`src/rtl/fetch_queue_if.sv`:
```
// fetch_queue_if: bundles the instruction-memory port, the consumer handshake
// and the fetch-control inputs of the fetch front end.
//   master : the fetch front end (drives readM1/address1 and the FIFO head)
//   slave  : memory + controller side (drives data1, inst_ready, redirect, halt)
interface fetch_queue_if #(
    parameter int unsigned WORD_SIZE = 16
);
    logic                 readM1;
    logic [WORD_SIZE-1:0] address1;
    logic [WORD_SIZE-1:0] data1;
    logic                 inst_valid;
    logic [WORD_SIZE-1:0] inst;
    logic [WORD_SIZE-1:0] inst_pc;
    logic                 inst_ready;
    logic                 redirect;
    logic [WORD_SIZE-1:0] redirect_pc;
    logic                 halt;
    logic [WORD_SIZE-1:0] fetch_count;
    logic                 is_halted;

    modport master (
        output readM1, address1, inst_valid, inst, inst_pc, fetch_count, is_halted,
        input  data1, inst_ready, redirect, redirect_pc, halt
    );

    modport slave (
        input  readM1, address1, inst_valid, inst, inst_pc, fetch_count, is_halted,
        output data1, inst_ready, redirect, redirect_pc, halt
    );
endinterface

```
`src/rtl/fetch_queue.sv`:
```
// fetch_queue: pipelined instruction fetch with a fixed-latency memory, a
// DEPTH-entry return FIFO, redirect flush, sticky halt and a pop counter.
// Ports:
//   clk   : clock, all state updates on the rising edge
//   reset : synchronous active-high reset
//   bus   : fetch_queue_if.master (memory port, consumer handshake, control)
module fetch_queue #(
    parameter int unsigned WORD_SIZE   = 16,
    parameter int unsigned DEPTH       = 4,
    parameter int unsigned MEM_LATENCY = 2
) (
    input  logic           clk,
    input  logic           reset,
    fetch_queue_if.master  bus
);
    localparam int unsigned PTR_W    = $clog2(DEPTH);
    localparam int unsigned CNT_W    = $clog2(DEPTH + 1);
    localparam int unsigned CREDIT_W = $clog2(DEPTH + MEM_LATENCY + 1);

    logic [WORD_SIZE-1:0]   fetchPc;
    logic [WORD_SIZE-1:0]   memData [DEPTH];
    logic [WORD_SIZE-1:0]   memPc   [DEPTH];
    logic [PTR_W-1:0]       rdPtr;
    logic [PTR_W-1:0]       wrPtr;
    logic [CNT_W-1:0]       count;
    logic [MEM_LATENCY-1:0] pipeValid;
    logic [WORD_SIZE-1:0]   pipePc  [MEM_LATENCY];
    logic [WORD_SIZE-1:0]   fetchCount;
    logic                   isHalted;

    logic [CREDIT_W-1:0]    inflight;
    logic [CREDIT_W-1:0]    occupancy;
    logic                   reqC;
    logic                   headValidC;
    logic                   popC;
    logic                   pushC;

    // Credit: queued entries plus every tracked request must fit in the FIFO,
    // so a return can always be written without a full check.
    always_comb begin
        inflight = '0;
        for (int i = 0; i < int'(MEM_LATENCY); i++) begin
            inflight = inflight + CREDIT_W'(pipeValid[i]);
        end
        occupancy  = CREDIT_W'(count) + inflight;
        reqC       = !isHalted && (occupancy < CREDIT_W'(DEPTH));
        headValidC = (count != '0);
        popC       = headValidC && bus.inst_ready;
        pushC      = pipeValid[MEM_LATENCY-1] && !bus.redirect;
    end

    assign bus.readM1      = reqC && !reset;
    assign bus.address1    = fetchPc;
    assign bus.inst_valid  = headValidC && !reset;
    assign bus.inst        = bus.inst_valid ? memData[rdPtr] : '0;
    assign bus.inst_pc     = bus.inst_valid ? memPc[rdPtr]   : '0;
    assign bus.fetch_count = fetchCount;
    assign bus.is_halted   = isHalted;

    // Control state; redirect wins over everything except reset, but a
    // same-cycle pop is still counted.
    always_ff @(posedge clk) begin
        if (reset) begin
            fetchPc    <= '0;
            rdPtr      <= '0;
            wrPtr      <= '0;
            count      <= '0;
            pipeValid  <= '0;
            fetchCount <= '0;
            isHalted   <= 1'b0;
        end else begin
            if (popC) begin
                fetchCount <= fetchCount + WORD_SIZE'(1);
            end
            if (bus.halt) begin
                isHalted <= 1'b1;
            end
            if (bus.redirect) begin
                fetchPc   <= bus.redirect_pc;
                rdPtr     <= '0;
                wrPtr     <= '0;
                count     <= '0;
                pipeValid <= '0;
            end else begin
                if (reqC) begin
                    fetchPc <= fetchPc + WORD_SIZE'(1);
                end
                pipeValid[0] <= reqC;
                for (int i = 1; i < int'(MEM_LATENCY); i++) begin
                    pipeValid[i] <= pipeValid[i-1];
                end
                if (pushC) begin
                    wrPtr <= wrPtr + PTR_W'(1);
                end
                if (popC) begin
                    rdPtr <= rdPtr + PTR_W'(1);
                end
                count <= count + CNT_W'(pushC) - CNT_W'(popC);
            end
        end
    end

    // Datapath storage; only meaningful where the matching valid/count says so.
    always_ff @(posedge clk) begin
        pipePc[0] <= fetchPc;
        for (int i = 1; i < int'(MEM_LATENCY); i++) begin
            pipePc[i] <= pipePc[i-1];
        end
        if (pushC && !reset) begin
            memData[wrPtr] <= bus.data1;
            memPc[wrPtr]   <= pipePc[MEM_LATENCY-1];
        end
    end
endmodule
```
`src/flat_wrapper.sv`:
```
// flat-port wrapper written by rule: the top's interface ports become plain ports
module fetch_queue_flat 
#(
    parameter int unsigned WORD_SIZE   = 16,
    parameter int unsigned DEPTH       = 4,
    parameter int unsigned MEM_LATENCY = 2
)
  (clk, reset, bus_readM1, bus_address1, bus_inst_valid, bus_inst, bus_inst_pc, bus_fetch_count, bus_is_halted, bus_data1, bus_inst_ready, bus_redirect, bus_redirect_pc, bus_halt);
  fetch_queue_if #(.WORD_SIZE(WORD_SIZE)) bus_i ();
  input  logic clk;
  input  logic reset;
  output wire logic [$bits(bus_i.readM1)-1:0] bus_readM1;
  output wire logic [$bits(bus_i.address1)-1:0] bus_address1;
  output wire logic [$bits(bus_i.inst_valid)-1:0] bus_inst_valid;
  output wire logic [$bits(bus_i.inst)-1:0] bus_inst;
  output wire logic [$bits(bus_i.inst_pc)-1:0] bus_inst_pc;
  output wire logic [$bits(bus_i.fetch_count)-1:0] bus_fetch_count;
  output wire logic [$bits(bus_i.is_halted)-1:0] bus_is_halted;
  input wire logic [$bits(bus_i.data1)-1:0] bus_data1;
  input wire logic [$bits(bus_i.inst_ready)-1:0] bus_inst_ready;
  input wire logic [$bits(bus_i.redirect)-1:0] bus_redirect;
  input wire logic [$bits(bus_i.redirect_pc)-1:0] bus_redirect_pc;
  input wire logic [$bits(bus_i.halt)-1:0] bus_halt;
  assign bus_readM1 = bus_i.readM1;
  assign bus_address1 = bus_i.address1;
  assign bus_inst_valid = bus_i.inst_valid;
  assign bus_inst = bus_i.inst;
  assign bus_inst_pc = bus_i.inst_pc;
  assign bus_fetch_count = bus_i.fetch_count;
  assign bus_is_halted = bus_i.is_halted;
  assign bus_i.data1 = bus_data1;
  assign bus_i.inst_ready = bus_inst_ready;
  assign bus_i.redirect = bus_redirect;
  assign bus_i.redirect_pc = bus_redirect_pc;
  assign bus_i.halt = bus_halt;
  fetch_queue #(.WORD_SIZE(WORD_SIZE), .DEPTH(DEPTH), .MEM_LATENCY(MEM_LATENCY)) u_core (.clk(clk), .reset(reset), .bus(bus_i));
endmodule
```
`config.mk`:
```
export PLATFORM = sky130hd
export DESIGN_NAME = fetch_queue_flat
export DESIGN_NICKNAME = d
export VERILOG_FILES = /design/src/rtl/fetch_queue_if.sv /design/src/rtl/fetch_queue.sv /design/src/flat_wrapper.sv
export SDC_FILE = /design/constraint.sdc
export NUM_CORES = 1
export LEC_CHECK = 0
export ABC_AREA = 1
export CAP_MARGIN = 10
export CORE_MARGIN = 2
export CORE_UTILIZATION = 50
export CTS_CLUSTER_SIZE = 10
export DETAILED_ROUTE_END_ITERATION = 8
export GPL_ROUTABILITY_DRIVEN = 1
export MAX_ROUTING_LAYER = met4
export PLACE_DENSITY = 0.76
export RECOVER_POWER = 100
export SLEW_MARGIN = 20
export SYNTH_ARGS = -nofsm -noshare
export SYNTH_HDL_FRONTEND = slang
export SYNTH_SLANG_ARGS = --single-unit
export TNS_END_PERCENT = 100
```
`constraint.sdc`:
```
create_clock -name clk -period 2.58 [get_ports clk]
set_clock_uncertainty 0.1 [all_clocks]
set_input_delay 0.516 -clock clk [delete_from_list [all_inputs] [get_ports clk]]
set_output_delay 0.516 -clock clk [all_outputs]
set_load 0.1 [all_outputs]
```
* Word-level counts from Yosys, hierarchy flattened
Memories as Yosys holds them, arrays and structs flattened. A register that Yosys moved wholly into a read port is not among the register bits.
Cells that the tools add are included.
** Storage, ports and cells
- Memory bits (writable) :: 160
- Bits in registers :: 42
- Input bits :: 37
- Word-level logic and storage cells :: 41
- Memory bits (read-only) :: 0
- Bits in latches :: 0
- Memories kept :: 3
** Operators by class
- Mux-type cells :: 10
- Multiply operators :: 0
- Bitwise operators :: 0
- Divide/modulo/power cells :: 0
- $lt $le $gt $ge :: 1
- Reduce and logical (&&, ||, !) cells :: 12
- Add/sub/neg operators :: 8
- Shifts and indexed selects :: 0
- Eq/ne operators :: 0
** Memory list
- u_core.memData :: words 4, width 16, rd ports 1, clocked after memory_dff 1, write ports 1, line fetch_queue.sv:21 : logic [WORD_SIZE-1:0] memData [DEPTH];
- u_core.memPc :: words 4, width 16, rd ports 1, clocked after memory_dff 1, write ports 1, line fetch_queue.sv:22 : logic [WORD_SIZE-1:0] memPc [DEPTH];
- u_core.pipePc :: words 2, width 16, rd ports 2, clocked after memory_dff 0, write ports 2, line fetch_queue.sv:27 : logic [WORD_SIZE-1:0] pipePc [MEM_LATENCY];
** Operator list (count)
- 16-bit two-way mux :: 4
- 16-bit by 1-bit adder with 16-bit output, second input constant :: 2
- 2-bit two-way mux :: 4
- 1-bit logical AND :: 6
- 2-bit by 1-bit adder with 2-bit output, second input constant :: 2
- 3-bit by 1-bit adder with 3-bit output :: 1
- 3-bit adder :: 1
- 1-bit logical NOT :: 3
- 3-bit < comparator, second input constant :: 1
- 3-bit nonzero test :: 1
- 3-bit by 1-bit subtractor with 3-bit output :: 1
- 1-bit by 1-bit adder with 2-bit output :: 1
- 1-bit two-way mux :: 2
- 2-bit nonzero test :: 1
- 2-bit OR reduction :: 1

* Longest topological paths before layout
Gate-level depths: netlist (run 1).
- Depth after elaboration :: 6
- Mapped depth :: 11

* Least setup slack after synthesis (run 1)
Ideal clock, no wire load.
- Path kind :: input-to-output
- Start :: in reset
- End :: out bus_inst_pc[10]
- Arrival time :: 2.544 ns
- Slack :: -0.580 ns
- Cell stages on the path :: 5
- Buffers on the path :: 2
- Cell sequence :: clkbuf_2 > inv_1 > nand2_1 > buf_1 > a21oi_1
** Between the ends
- Cells in the longest elaborated chain, start to end :: 3
** RTL lines
- from (decl) :: line flat_wrapper.sv:11 : input logic reset;
- 1-bit logical NOT :: line fetch_queue.sv:54 : assign bus.inst_valid = headValidC && !reset;
- 1-bit logical AND :: line fetch_queue.sv:54
- 16-bit two-way mux :: line fetch_queue.sv:56 : assign bus.inst_pc = bus.inst_valid ? memPc[rdPtr] : '0;
- to (decl) :: line flat_wrapper.sv:16 : output wire logic [$bits(bus_i.inst_pc)-1:0] bus_inst_pc;
No other way between the ends.

* Final worst setup path (run 1)
- Start :: in reset
- End :: out bus_readM1
** Between the ends
- Cells in the longest elaborated chain, start to end :: 2
** RTL lines
- 1-bit logical NOT :: line fetch_queue.sv:52 : assign bus.readM1 = reqC && !reset;
- 1-bit logical AND :: line fetch_queue.sv:52
- to (decl) :: line flat_wrapper.sv:12 : output wire logic [$bits(bus_i.readM1)-1:0] bus_readM1;
No other way between the ends.

==> results.cfg, run 1 <==
[yosys]
synth_area_mm2 = 0.00815
synth_top_cell_area_share_pct = 47.2
ys_types = 34
synth_nets = 850
async_flop_share_pct = 0
synth-main-ff-cell = edfxtp_1
synth_area_leader_cell = edfxtp_1
synth_most_common_cell = nor2_1
syn_inst = 802
yosysSeqAreaShare_pct = 65.9
ys_seq_elements = 204
synth_edf_count = 128
synthTopCellsByCount = 175 x nor2_1, 128 x edfxtp_1, 104 x nand2_1
ys_top_cells_by_area = edfxtp_1 47%, dfxtp_1 19%, nor2_1 8.1%
synth_warnings = 0
syn_area_per_cell_um2 = 10.2

[setup_path]
rr_endpoint = u_core.bus.address1[10]$_SDFFE_PP0P_
worstSetupStartpointType = input port
worstPathMaxFanout = 15
critical_path.cell_chain = clkdlybuf4s50_1, clkbuf_1, nor2_4, buf_12
cp.required_ns = 1.96
worstSetupPathType = input port to output port
critPathLaunch = reset
crit_slowest_cell = clkbuf_1
regToRegStartpoint = u_core.pipeValid[0]$_SDFF_PP0_
cp-endpoint = bus_readM1
crit_arrival_ns = 1.94
max_stage_delay_ns = 0.63
cp-end-kind = output port
r2r_setup_slack_ns = 0.16
worstRegToRegCells = 11

[sta]
slew_viol_final = 0
grt_setup_unrepaired = yes
fin_hold_ws_ns = 0.225
fin_ws_ns = 0.0253
hold_viol = 0
fmax_mhz = 391
final-setup-viol-count = 0
period_share_pct = 99.0
fin_setup_tns_ns = 0
min_period_ns = 2.55
tightest_slew_ns = 0.809
slew_headroom_pct = 46.1

[power]
p_leak_nw = 3.98
powerDensity_mw_per_mm2 = 673
ir_drop_mv = 0.428

[min_path]
hold_path_class = flip-flop to flip-flop
hp-start = u_core.pipePc[0][8]$_DFF_P_

[floorplanning]
core_area_mm2 = 0.0159
initial_core_util_pct = 51.3
io_pins = 104
die_w_um = 132
dieHeight_um = 132
rows = 46
dieArea_mm2 = 0.0173

[global_route]
grt_pass1_vias = 5709
grt_start_max_net_pins = 65
antenna_found_initial = 0
grt_pass1_wl_um = 28600
grtUsageTotal_pct = 20.9
gr-total-overflow = 0

[run]
maxCapViolCount = 0

[detailed_routing]
route.detailed.drc = 0
antenna_left = 0
vias_per_cell = 5.19
detail_route.first_pass.iterations = 5
drt-initial-drc-count = 319
vias = 5994
routed_wirelength_um = 17600
wl_per_cell_um = 15.3

[cells_and_area]
nFillCells = 1248
finalNonFillerCells = 1155
drive_gt1_share_pct = 14.9
area.growth.synth_to_final_pct = 27.9
antenna_cells = 0
multi_input_area_mm2 = 0.00244
num-nets-final = 969
regArea_mm2 = 0.00537

[clock_tree]
numCtsBuffers = 24
clk_pin_slew_ns = 0.05
clock_latency_ns = 0.49
clockBufferDepth = 3
cts_sinks = 204
tritoncts = built
htreeDepth = 1
cts-root-buf = clkbuf_16

[placed_design]
place_congestion = 0.911
dp.cells = 1108
dp_slack_ns = 0.120
dpl.hpwl_um = 10500
port_buffers = 103

[run_status]
status = completed
-- cells in the final DEF, fill, tap and decap left out, types with 2 or more instances in the layout --
cell	n
dlygate4sd3_1	16
o21ai_0	78
buf_4	9
nor2_1	175
a21oi_2	8
ha_1	10
o21ai_1	5
nand2_1	105
nor3_1	9
nand4_1	8
nor2_4	6
nand3_1	33
nor2_2	3
clkbuf_1	21
clkdlybuf4s50_1	20
edfxtp_1	128
clkinv_1	2
dfxtp_1	75
a21oi_1	42
clkbuf_4	4
nand2_2	4
xor2_1	9
clkbuf_2	34
inv_1	57
nand2_4	2
clkbuf_16	25
buf_12	36
-- stage by stage --
stage / utilization (%) / instance area, um2 / power, mW
after floorplan: - / 8190 / 3.91
after global placement: 62.0 / 9840 / 4.08
after detailed placement: 62.0 / 9840 / 4.08
after CTS: 66.8 / 10600 / 7.08
after global routing: 65.6 / 10400 / 7.25
final: 65.6 / 10400 / 7.01
-- kinds of logic after synthesis --
kind of cell | synth area share [%]
buffers and inverters | 4.70
DFF | 65.9
and+or+nand+nor | 18.2
xor gates and xnor gates | 1.08
adders and majority gates | 1.78
AOI/OAI and AO/OA | 8.37
-- cell type report --
class | instances | area share (%)
Multi-Input combinational cell | 506 | 23.4
Timing Repair Buffer | 125 | 13.5
Sequential cell | 204 | 51.5
Clock buffer | 43 | 6.75
Inverter | 60 | 2.19
Tap cell | 216 | 2.59
Clock inverter | 1 | 0.0360
-- critical path: cells and delay by family --
family,cells,cell delay (ns)
buf+inv,3,1.33
simple gates,1,0.08
-- report_power, final --
group          internal [mW]  switching [mW]
Sequential              3.53          0.0605
Combinational          0.120           0.292
Clock                   1.82            1.19
Total                   5.47            1.54
-- sequential cells by signal, summed over array words and instances (netlist names), named ones only --
name / flops
u_core.pipePc: 32
u_core.bus.is_halted: 1
u_core.bus.address1: 16
u_core.memPc: 64
u_core.rdPtr: 2
u_core.bus.fetch_count: 16
u_core.wrPtr: 2
u_core.memData: 64
u_core.count: 3
u_core.pipeValid: 2
-- what timing repair did --
action,in CTS,in global routing
hold buffers,0,0
gates resized for setup,5,9
cloned,1,0
endpoints found under the hold margin,0,0
buffers inserted,1,1
setup endpoints to repair,11,29
pin swaps,4,6
-- how the worst min path moves through the flow --
stage	endpoint	slack (ns)	depth (start not counted)
2_1_floorplan	u_core.pipePc[0][16]$_DFF_P_	0.21	0
3_3_place_gp	u_core.pipePc[0][22]$_DFF_P_	0.21	0
3_5_place_dp	u_core.pipePc[0][24]$_DFF_P_	0.21	0
4_1_cts	u_core.pipePc[0][24]$_DFF_P_	0.22	0
5_1_grt	u_core.pipePc[0][26]$_DFF_P_	0.23	0
6_report	u_core.pipePc[0][24]$_DFF_P_	0.22	0
-- metal layers --
layer  global-route usage (%)  wire length [um]
met1                     26.7              7630
met2                     34.4              8520
met3                     3.70              1230
met4                     5.92               228
met5                        -                 0
Note: power is estimated with default switching activity, not from simulation.
==> run 2, diff against run 1 <==
Settings changed: ABC_AREA 1 to unset, CORE_UTILIZATION 50 to 49, MAX_ROUTING_LAYER met4 to unset, PLACE_DENSITY 0.76 to 0.75.
==> results.cfg, run 2 <==
[clock_tree]
cts-root-buf = clkbuf_16
clk_pin_slew_ns = 0.06
htreeDepth = 1
clock_latency_ns = 0.50
cts_sinks = 204
clockBufferDepth = 3
tritoncts = built
numCtsBuffers = 24

[setup_path]
crit_arrival_ns = 2.03
cp.required_ns = 1.96
crit_slowest_cell = dfxtp_2
worstSetupPathType = flip-flop to output port
worstPathMaxFanout = 3
critPathMostFrequentCell = ha_4
critical_path.cell_chain = ha_4, ha_4, a311oi_4, o31ai_2, buf_4, nor2_4, buf_12
cp-end-kind = output port
max_stage_delay_ns = 0.33
worstSetupStartpointType = flip-flop

[yosys]
ys_top_cells_by_area = edfxtp_1 50%, dfxtp_1 20%, mux4_2 9.4%
synth_area_mm2 = 0.00769
synth_nets = 535
synth_area_leader_cell = edfxtp_1
ys_types = 46
synth-main-ff-cell = edfxtp_1
synth_most_common_cell = edfxtp_1
async_flop_share_pct = 0
syn_inst = 487
synth_edf_count = 128
yosysSeqAreaShare_pct = 69.7
synth_warnings = 0
syn_area_per_cell_um2 = 15.8
synthTopCellsByCount = 128 x edfxtp_1, 76 x dfxtp_1, 39 x nor2_1
synth_top_cell_area_share_pct = 50.0
ys_seq_elements = 204

[detailed_routing]
antenna_left = 0
detail_route.first_pass.iterations = 4
route.detailed.drc = 0
vias = 4560
drt-initial-drc-count = 261
vias_per_cell = 5.40
wl_per_cell_um = 18.6
routed_wirelength_um = 15700

[placed_design]
place_congestion = 0.792
port_buffers = 103
dp_slack_ns = -0.152
dpl.hpwl_um = 9050

[cells_and_area]
num-nets-final = 664
largestRegisters = u_core.memData (64), u_core.memPc (64), u_core.pipePc (32)
antenna_cells = 0
final_common_cell = edfxtp_1
final_util_pct = 67.6
final_cell_mix = 128 x edfxtp_1, 69 x dfxtp_1, 42 x buf_4, 41 x buf_12, 37 x nor2_1
nFillCells = 1003
drive_gt1_share_pct = 31.7
area.growth.synth_to_final_pct = 34.1

[sta]
slew_headroom_pct = 31.6
min_period_ns = 2.65
grt_setup_unrepaired = yes
tightest_slew_ns = 1.03
final-setup-viol-count = 32
fmax_mhz = 377
slew_viol_final = 0
period_share_pct = 103
hold_viol = 0
fin_ws_ns = -0.0707

[global_route]
grt_pass1_vias = 4792
gr-total-overflow = 0
grt_pass1_wl_um = 25200
grt_start_max_net_pins = 34
antenna_found_initial = 0
grtUsageTotal_pct = 19.7

[run_status]
violations = setup timing
status = complete, but fails checks

[floorplanning]
dieArea_mm2 = 0.0167
die_w_um = 129
io_pins = 104
rows = 45
core_area_mm2 = 0.0153
initial_core_util_pct = 50.4
dieHeight_um = 129

[min_path]
hold_path_class = flip-flop to flip-flop

[power]
powerDensity_mw_per_mm2 = 690
p_leak_nw = 3.55
p_total_mw = 7.12
ir_drop_mv = 0.445

[run]
maxCapViolCount = 0
## run 2: per-stage QoR
step / TNS [ns] / hold slack (ns) / cells / cell area, um2
after floorplan: 0 / 0.210 / 487 / 7720
after global placement: -0.0286 / 0.213 / 796 / 9400
after detailed placement: -0.152 / 0.214 / 796 / 9400
after CTS: -1.74 / 0.228 / 845 / 10300
after global routing: -3.82 / 0.233 / 845 / 10300
final: -0.860 / 0.225 / 845 / 10300
## run 2: where the power goes
group | internal, mW | total, mW | switching [mW]
Combinational | 0.145 | 0.433 | 0.288
Sequential | 3.53 | 3.59 | 0.0613
Clock | 1.90 | 3.09 | 1.19
## run 2: worst paths after layout
kind	from	end	slack [ns]	cells after the start
worst min-delay path	u_core.pipePc[0][13]$_DFF_P_	u_core.pipePc[0][29]$_DFF_P_	0.23	0
worst min register to register	u_core.pipePc[0][13]$_DFF_P_	u_core.pipePc[0][29]$_DFF_P_	0.23	0
worst max-delay path	u_core.pipeValid[1]$_SDFF_PP0_	bus_readM1	-0.07	7
worst max register to register	u_core.pipeValid[1]$_SDFF_PP0_	u_core.bus.address1[15]$_SDFFE_PP0P_	0.20	8
## run 2: final cells by class
| type | instances | area [um2] | share of cell area [%] |
|---|---|---|---|
| clock buffer | 43 | 693 | 6.72 |
| clock inverter | 1 | 30.0 | 0.291 |
| inverter | 13 | 48.8 | 0.473 |
| multi-input combinational | 248 | 2320 | 22.5 |
| sequential | 204 | 5380 | 52.1 |
| tap | 211 | 264 | 2.56 |
| timing repair buffer | 125 | 1590 | 15.4 |
## run 2: worst max-delay path: cells and delay by family (launching register included)
kind | cells | cell delay, ns
flip-flops | 1 | 0.33
AO/OA/AOI/OAI | 2 | 0.37
AND/OR/NAND/NOR | 1 | 0.11
buffers and inverters | 2 | 0.34
adder cells (fa/ha/maj) | 2 | 0.38
## run 2: cell families after synthesis
logic type               after synthesis  share of synthesized area (%)
AO/OA/AOI/OAI                         43                           4.76
flip-flops                           204                           69.7
AND/OR/NAND/NOR                      142                           10.1
buffers and inverters                 35                           1.84
XOR/XNOR                              17                           1.94
adder cells (fa/ha/maj)               11                           1.89
multiplexers                          35                           9.79
## run 2: layer usage
layer  up-vias  wire [um]  GRT usage, %
met4         0        366          6.46
met5         -          0             0
met2       145       7810          33.4
met1      2255       6570          25.6
met3        33        983          3.88
li1       2127          -             -
## run 2: repair_timing
action | CTS | global route
endpoints found under the setup margin | 34 | 33
hold endpoints to repair | 0 | 0
gates resized for setup | 47 | 0
cloned | 3 | 0
hold buffers | 0 | 0
pin swaps | 14 | 0
buffers inserted | 2 | 0
